File: config.mk
export PLATFORM = sky130hd
export DESIGN_NAME = sram_word_bridge
export DESIGN_NICKNAME = d
export VERILOG_FILES = /design/src/rtl/sram_word_bridge.sv
export SDC_FILE = /design/constraint.sdc
export NUM_CORES = 1
export LEC_CHECK = 0
export ABC_CLOCK_PERIOD_IN_PS = 3700
export CAP_MARGIN = 20
export CORE_UTILIZATION = 40
export DETAILED_ROUTE_END_ITERATION = 12
export MAX_ROUTING_LAYER = met4
export PLACE_DENSITY_LB_ADDON = 0.12
export SLEW_MARGIN = 5
export SYNTH_ARGS = -nofsm -noshare
export SYNTH_HDL_FRONTEND = slang
export SYNTH_SLANG_ARGS = --single-unit
File: constraint.sdc
create_clock -name clk -period 3.7 [get_ports clk]
set_clock_uncertainty 0.15 [all_clocks]
set_input_delay 0.37 -clock clk [delete_from_list [all_inputs] [get_ports clk]]
set_output_delay 0.37 -clock clk [all_outputs]
set_load 0.02 [all_outputs]
File: src/rtl/sram_word_bridge.sv
// sram_word_bridge: converts one CPU byte/halfword/word request into a sequence of
// 16-bit SRAM transfers and returns a single completion response.
//
// Ports
//   clk, rstn                 clock, asynchronous active-low reset
//   req_valid / req_ready     CPU request handshake (ready only while idle)
//   req_rw, req_size          1 = write; size 00 byte, 01 half, 10 word, 11 illegal
//   req_addr, req_wdata       byte address, right-aligned little-endian write data
//   resp_valid                one-cycle completion pulse
//   resp_err, resp_rdata      error flag and read data, qualified by resp_valid
//   sram_valid                one-cycle transfer-start pulse
//   sram_rw, sram_addr        transfer direction and byte address (held per beat)
//   sram_dtw                  transfer write data (held per beat)
//   sram_dtr, sram_done       transfer read data and one-cycle completion pulse
module sram_word_bridge (
    input  logic        clk,
    input  logic        rstn,
    input  logic        req_valid,
    output logic        req_ready,
    input  logic        req_rw,
    input  logic [1:0]  req_size,
    input  logic [31:0] req_addr,
    input  logic [31:0] req_wdata,
    output logic        resp_valid,
    output logic        resp_err,
    output logic [31:0] resp_rdata,
    output logic        sram_valid,
    output logic        sram_rw,
    output logic [31:0] sram_addr,
    output logic [15:0] sram_dtw,
    input  logic [15:0] sram_dtr,
    input  logic        sram_done
);

    typedef enum logic [1:0] {StIdle, StIssue, StWait, StResp} state_e;

    state_e      state_q, state_d;
    logic        rw_q;
    logic [1:0]  size_q;
    logic [31:0] addr_q;
    logic [31:0] wdata_q;
    logic [2:0]  k_q;
    logic [15:0] rbuf_q;  // halfword 0 of a word read; halfword 1 arrives with the final done

    logic        accept;
    logic        req_bad;
    logic        beat_done;
    logic        last_beat;
    logic [2:0]  k_next;
    logic [2:0]  nbeats;
    logic [31:0] rdata_final;

    // Writes go out one byte per beat; reads fetch a halfword per beat.
    function automatic logic [2:0] beat_count(input logic rw, input logic [1:0] size);
        case ({rw, size})
            3'b0_00: return 3'd1;
            3'b0_01: return 3'd1;
            3'b0_10: return 3'd2;
            3'b1_00: return 3'd1;
            3'b1_01: return 3'd2;
            3'b1_10: return 3'd4;
            default: return 3'd1;
        endcase
    endfunction

    function automatic logic [31:0] beat_addr(input logic [31:0] base, input logic rw,
                                              input logic [2:0] k);
        return rw ? base + {29'd0, k} : base + {28'd0, k, 1'b0};
    endfunction

    // Write beats replicate the byte on both lanes so the SRAM can use either.
    function automatic logic [15:0] beat_dtw(input logic rw, input logic [31:0] wdata,
                                             input logic [2:0] k);
        logic [7:0] b;
        b = wdata[{k[1:0], 3'b000} +: 8];
        return rw ? {b, b} : 16'h0000;
    endfunction

    assign accept    = (state_q == StIdle) && req_valid;
    assign req_bad   = (req_size == 2'b11)
                     || ((req_size == 2'b01) && req_addr[0])
                     || ((req_size == 2'b10) && (req_addr[1:0] != 2'b00));
    assign beat_done = (state_q == StWait) && sram_done;
    assign k_next    = k_q + 3'd1;
    assign nbeats    = beat_count(rw_q, size_q);
    assign last_beat = (k_next >= nbeats);

    // Read result assembled from the beat completing now.
    always_comb begin
        rdata_final = 32'h0;
        if (!rw_q) begin
            case (size_q)
                2'b00:   rdata_final = {24'h0, addr_q[0] ? sram_dtr[15:8] : sram_dtr[7:0]};
                2'b01:   rdata_final = {16'h0, sram_dtr};
                2'b10:   rdata_final = {sram_dtr, rbuf_q};
                default: rdata_final = 32'h0;
            endcase
        end
    end

    // State register
    always_ff @(posedge clk or negedge rstn) begin
        if (!rstn) begin
            state_q <= StIdle;
        end else begin
            state_q <= state_d;
        end
    end

    // Next-state logic
    always_comb begin
        state_d = state_q;
        unique case (state_q)
            StIdle:  if (req_valid) state_d = req_bad ? StResp : StIssue;
            StIssue: state_d = StWait;
            StWait:  if (sram_done) state_d = last_beat ? StResp : StIssue;
            StResp:  state_d = StIdle;
            default: state_d = StIdle;
        endcase
    end

    // FSM-decoded outputs
    always_comb begin
        req_ready  = (state_q == StIdle);
        sram_valid = (state_q == StIssue);
        resp_valid = (state_q == StResp);
    end

    // Request latch, beat counter, SRAM transfer registers and response registers
    always_ff @(posedge clk or negedge rstn) begin
        if (!rstn) begin
            rw_q       <= 1'b0;
            size_q     <= 2'b00;
            addr_q     <= 32'h0;
            wdata_q    <= 32'h0;
            k_q        <= 3'd0;
            rbuf_q     <= 16'h0;
            sram_rw    <= 1'b0;
            sram_addr  <= 32'h0;
            sram_dtw   <= 16'h0;
            resp_err   <= 1'b0;
            resp_rdata <= 32'h0;
        end else begin
            if (accept) begin
                rw_q    <= req_rw;
                size_q  <= req_size;
                addr_q  <= req_addr;
                wdata_q <= req_wdata;
                k_q     <= 3'd0;
                if (req_bad) begin
                    resp_err   <= 1'b1;
                    resp_rdata <= 32'h0;
                end else begin
                    sram_rw   <= req_rw;
                    sram_addr <= beat_addr(req_addr, req_rw, 3'd0);
                    sram_dtw  <= beat_dtw(req_rw, req_wdata, 3'd0);
                end
            end

            if (beat_done) begin
                k_q <= k_next;
                if (!rw_q && (k_q == 3'd0)) begin
                    rbuf_q <= sram_dtr;
                end
                if (last_beat) begin
                    resp_err   <= 1'b0;
                    resp_rdata <= rdata_final;
                end else begin
                    sram_addr <= beat_addr(addr_q, rw_q, k_next);
                    sram_dtw  <= beat_dtw(rw_q, wdata_q, k_next);
                end
            end

            // Response fields read as zero outside the response cycle.
            if (state_q == StResp) begin
                resp_err   <= 1'b0;
                resp_rdata <= 32'h0;
            end
        end
    end

endmodule
==> reports/qor.txt <==
outcome = complete, no violations
Port-buffer cells = 171
# Max-Cap Violations = 0
Initial Utilization = 0.407
setup TNS = 0 ps
crit end category = flip-flop
Core Region = 20200 um2
htree depth = 4
Die X = 145 um
Filler Cell Count = 1846
DRC = 0
Die Span Y = 145 um
Seq/Total Area, Yosys = 0.519
Yosys cell types = 51
Critical Path RT = 3860 ps
area post-placement = 10300 um2
CTS Buffer Depth = 2
Routed Antenna Nets = 0
fmax = 320 MHz
vias in the first global route = 6533
Data arrival, critical path = 3290 ps
EDFF count, synth = 0
Syn Inst Count = 831
final worst-path cycle share = 0.845
most frequent cells in the layout = 232 x nand2_1, 170 x dfrtp_1, 170 x clkdlybuf4s50_1
TritonCTS clock tree = built
hpwl dp = 14.7 mm
post-synthesis register bit count = 170
pwr dens = 899 nW/um2
die area = 21100 um2
routed length per instance = 16.7 um
cts bufs inserted = 17
GRT Util Overall = 0.220
crit-path max FO = 20
Lkg Pwr = 4.97 nW
Placer Congestion = 0.785
Slew Viols, Final = 0
Max-Slew Margin vs Limit = 0.376
routed vias/inst = 5.14
syn avg cell area = 9.87 um2
worst hold path type = in2reg
Top FF cell, synth = dfrtp_1
worst skew pair latency = 430 ps
# diodes = 0
final wirelength = 21.5 mm
Worst Tran Pin Value = 936 ps
Synthesized Nets = 931
DR iter-0 viols = 350
post-layout min period = 3130 ps
Synth area leaders = dfrtp_1 52%, nand2_1 11%, mux2_2 4.4%, a21oi_1 3.3%, xor2_1 2.2%
Root Buffer = clkbuf_16
Setup crit start kind = flip-flop
Synth area leader = dfrtp_1
area growth from synthesis to layout = 33.0%
commonest non-fill, non-tap cell in the layout = nand2_1
# Post-CTS Setup Buffers = 0
Cells after DPL = 1249
NumNets Final = 1099
final setup vio count = 0
clock transition at the registers of the reported paths = 70 ps
Final Non-Filler Cells = 1282
Rows = 52
largest net degree at the start of global routing = 80
post-synth top area share = 0.519
Synthesis Warnings = 0
via total after detailed routing = 6590
synthesized cell area = 8200 um2
CP Class = reg2reg
Worst VDD drop = 0.409 mV
Design Area, Final = 10900 um2
# IOs = 172
DRT Pass-1 Iters = 5
Final Hold Viols = 0
layout cells sized above 1 = 0.117
fraction of registers with async set/reset = 1.00
RSZ-0062 raised after global routing = false
first-pass GRT wire length = 35.6 mm
initial antenna violation count = 0
Overflow after GRT = 0
total clock sinks = 170
-- per-layer routing --
metal	track usage	vias to the layer above	part of all wire
met5	-	-	0
met4	0.0511	0	0.0091
met3	0.0421	16	0.045
met2	0.336	167	0.46
met1	0.304	3197	0.48
li1	-	3210	-
-- final cells by class --
| cell class | count | area [um2] | area share |
|---|---|---|---|
| Multi-Input combinational cell | 600 | 3720 | 0.341 |
| Sequential cell | 170 | 4250 | 0.390 |
| Inverter | 13 | 48.8 | 0.00447 |
| Clock inverter | 14 | 184 | 0.0169 |
| Tap cell | 270 | 338 | 0.0310 |
| Clock buffer | 18 | 429 | 0.0393 |
| Timing Repair Buffer | 197 | 1940 | 0.177 |
-- repair_timing --
action	in CTS	in global routing
endpoints found under the hold margin	77	0
endpoints found under the setup margin	0	0
resized for setup	0	0
hold buffers	1	0
-- final timing paths --
| kind | from | to | slack [ps] | cells after the start |
|---|---|---|---|---|
| worst max-delay path | size_q[1]$_DFFE_PN0P_ | sram_addr[0]$_DFF_PN0_ | 570 | 9 |
| worst min-delay path | req_wdata[19] | wdata_q[19]$_DFFE_PN0P_ | 310 | 3 |
| worst max register to register | size_q[1]$_DFFE_PN0P_ | sram_addr[0]$_DFF_PN0_ | 570 | 9 |
| worst min register to register | wdata_q[22]$_DFFE_PN0P_ | wdata_q[22]$_DFFE_PN0P_ | 330 | 2 |
| max in group asynchronous | rstn | resp_rdata[11]$_DFF_PN0_ | 2040 | 3 |
| min in group asynchronous | rstn | sram_addr[17]$_DFF_PN0_ | 410 | 2 |
-- synthesized netlist by cell type, types with 5 or more instances --
cell type	count
inv_1	13
nand4_1	6
a211oi_1	7
nor2_1	47
or3_1	5
o211ai_1	5
a22o_1	18
o2bb2ai_1	8
nor3_1	7
clkbuf_1	33
xor2_1	21
a21oi_1	54
dfrtp_1	170
ha_1	11
a22oi_1	24
mux4_2	8
mux2_4	10
o21ai_0	35
nand3_1	9
nor2b_1	5
mux2i_1	7
nand2_1	233
buf_2	10
mux2_2	32
-- registers in the layout (all words and copies together), names as in the netlist --
signal      count
wdata_q        32
resp_err        1
k_q             3
sram_rw         1
resp_rdata     32
rw_q            1
size_q          2
sram_addr      32
sram_dtw       16
addr_q         32
rbuf_q         16
state_q         2
-- logic make-up (layout without fill, tap and decap cells) --
logic type               Yosys count  count (layout)  synth area share
flip-flops                       170             170             0.519
adder cells (fa/ha/maj)           13              13            0.0217
buffers and inverters             61             242            0.0308
AND/OR/NAND/NOR                  335             335             0.177
XOR/XNOR                          25              25            0.0267
multiplexers                      57              57            0.0928
AO/OA/AOI/OAI                    170             170             0.133
-- worst max-delay path, stage by stage, from the launching register on --
cell      delay, ps
dfrtp_1         610
nor2b_1         320
nand2_1          90
ha_1            330
a21o_1          190
a31oi_2         340
nand2_1         380
buf_4           330
a211oi_1        220
a21oi_1          60
-- through the flow --
step,util,setup WS [ps],total power [W],hold WS (ps)
after floorplan,-,361,0.00619,-75.6
after global placement,0.510,649,0.00793,304
after detailed placement,0.510,581,0.00800,310
after CTS,0.541,557,0.00991,294
after global routing,0.541,277,0.0105,325
final,0.541,573,0.00981,310
-- power breakdown --
part	internal (W)	total, W	switching (W)
clock	0.00108	0.00187	0.000786
combinational	0.00213	0.00459	0.00246
sequential	0.00270	0.00335	0.000649
(Power assumes the default switching activity.)
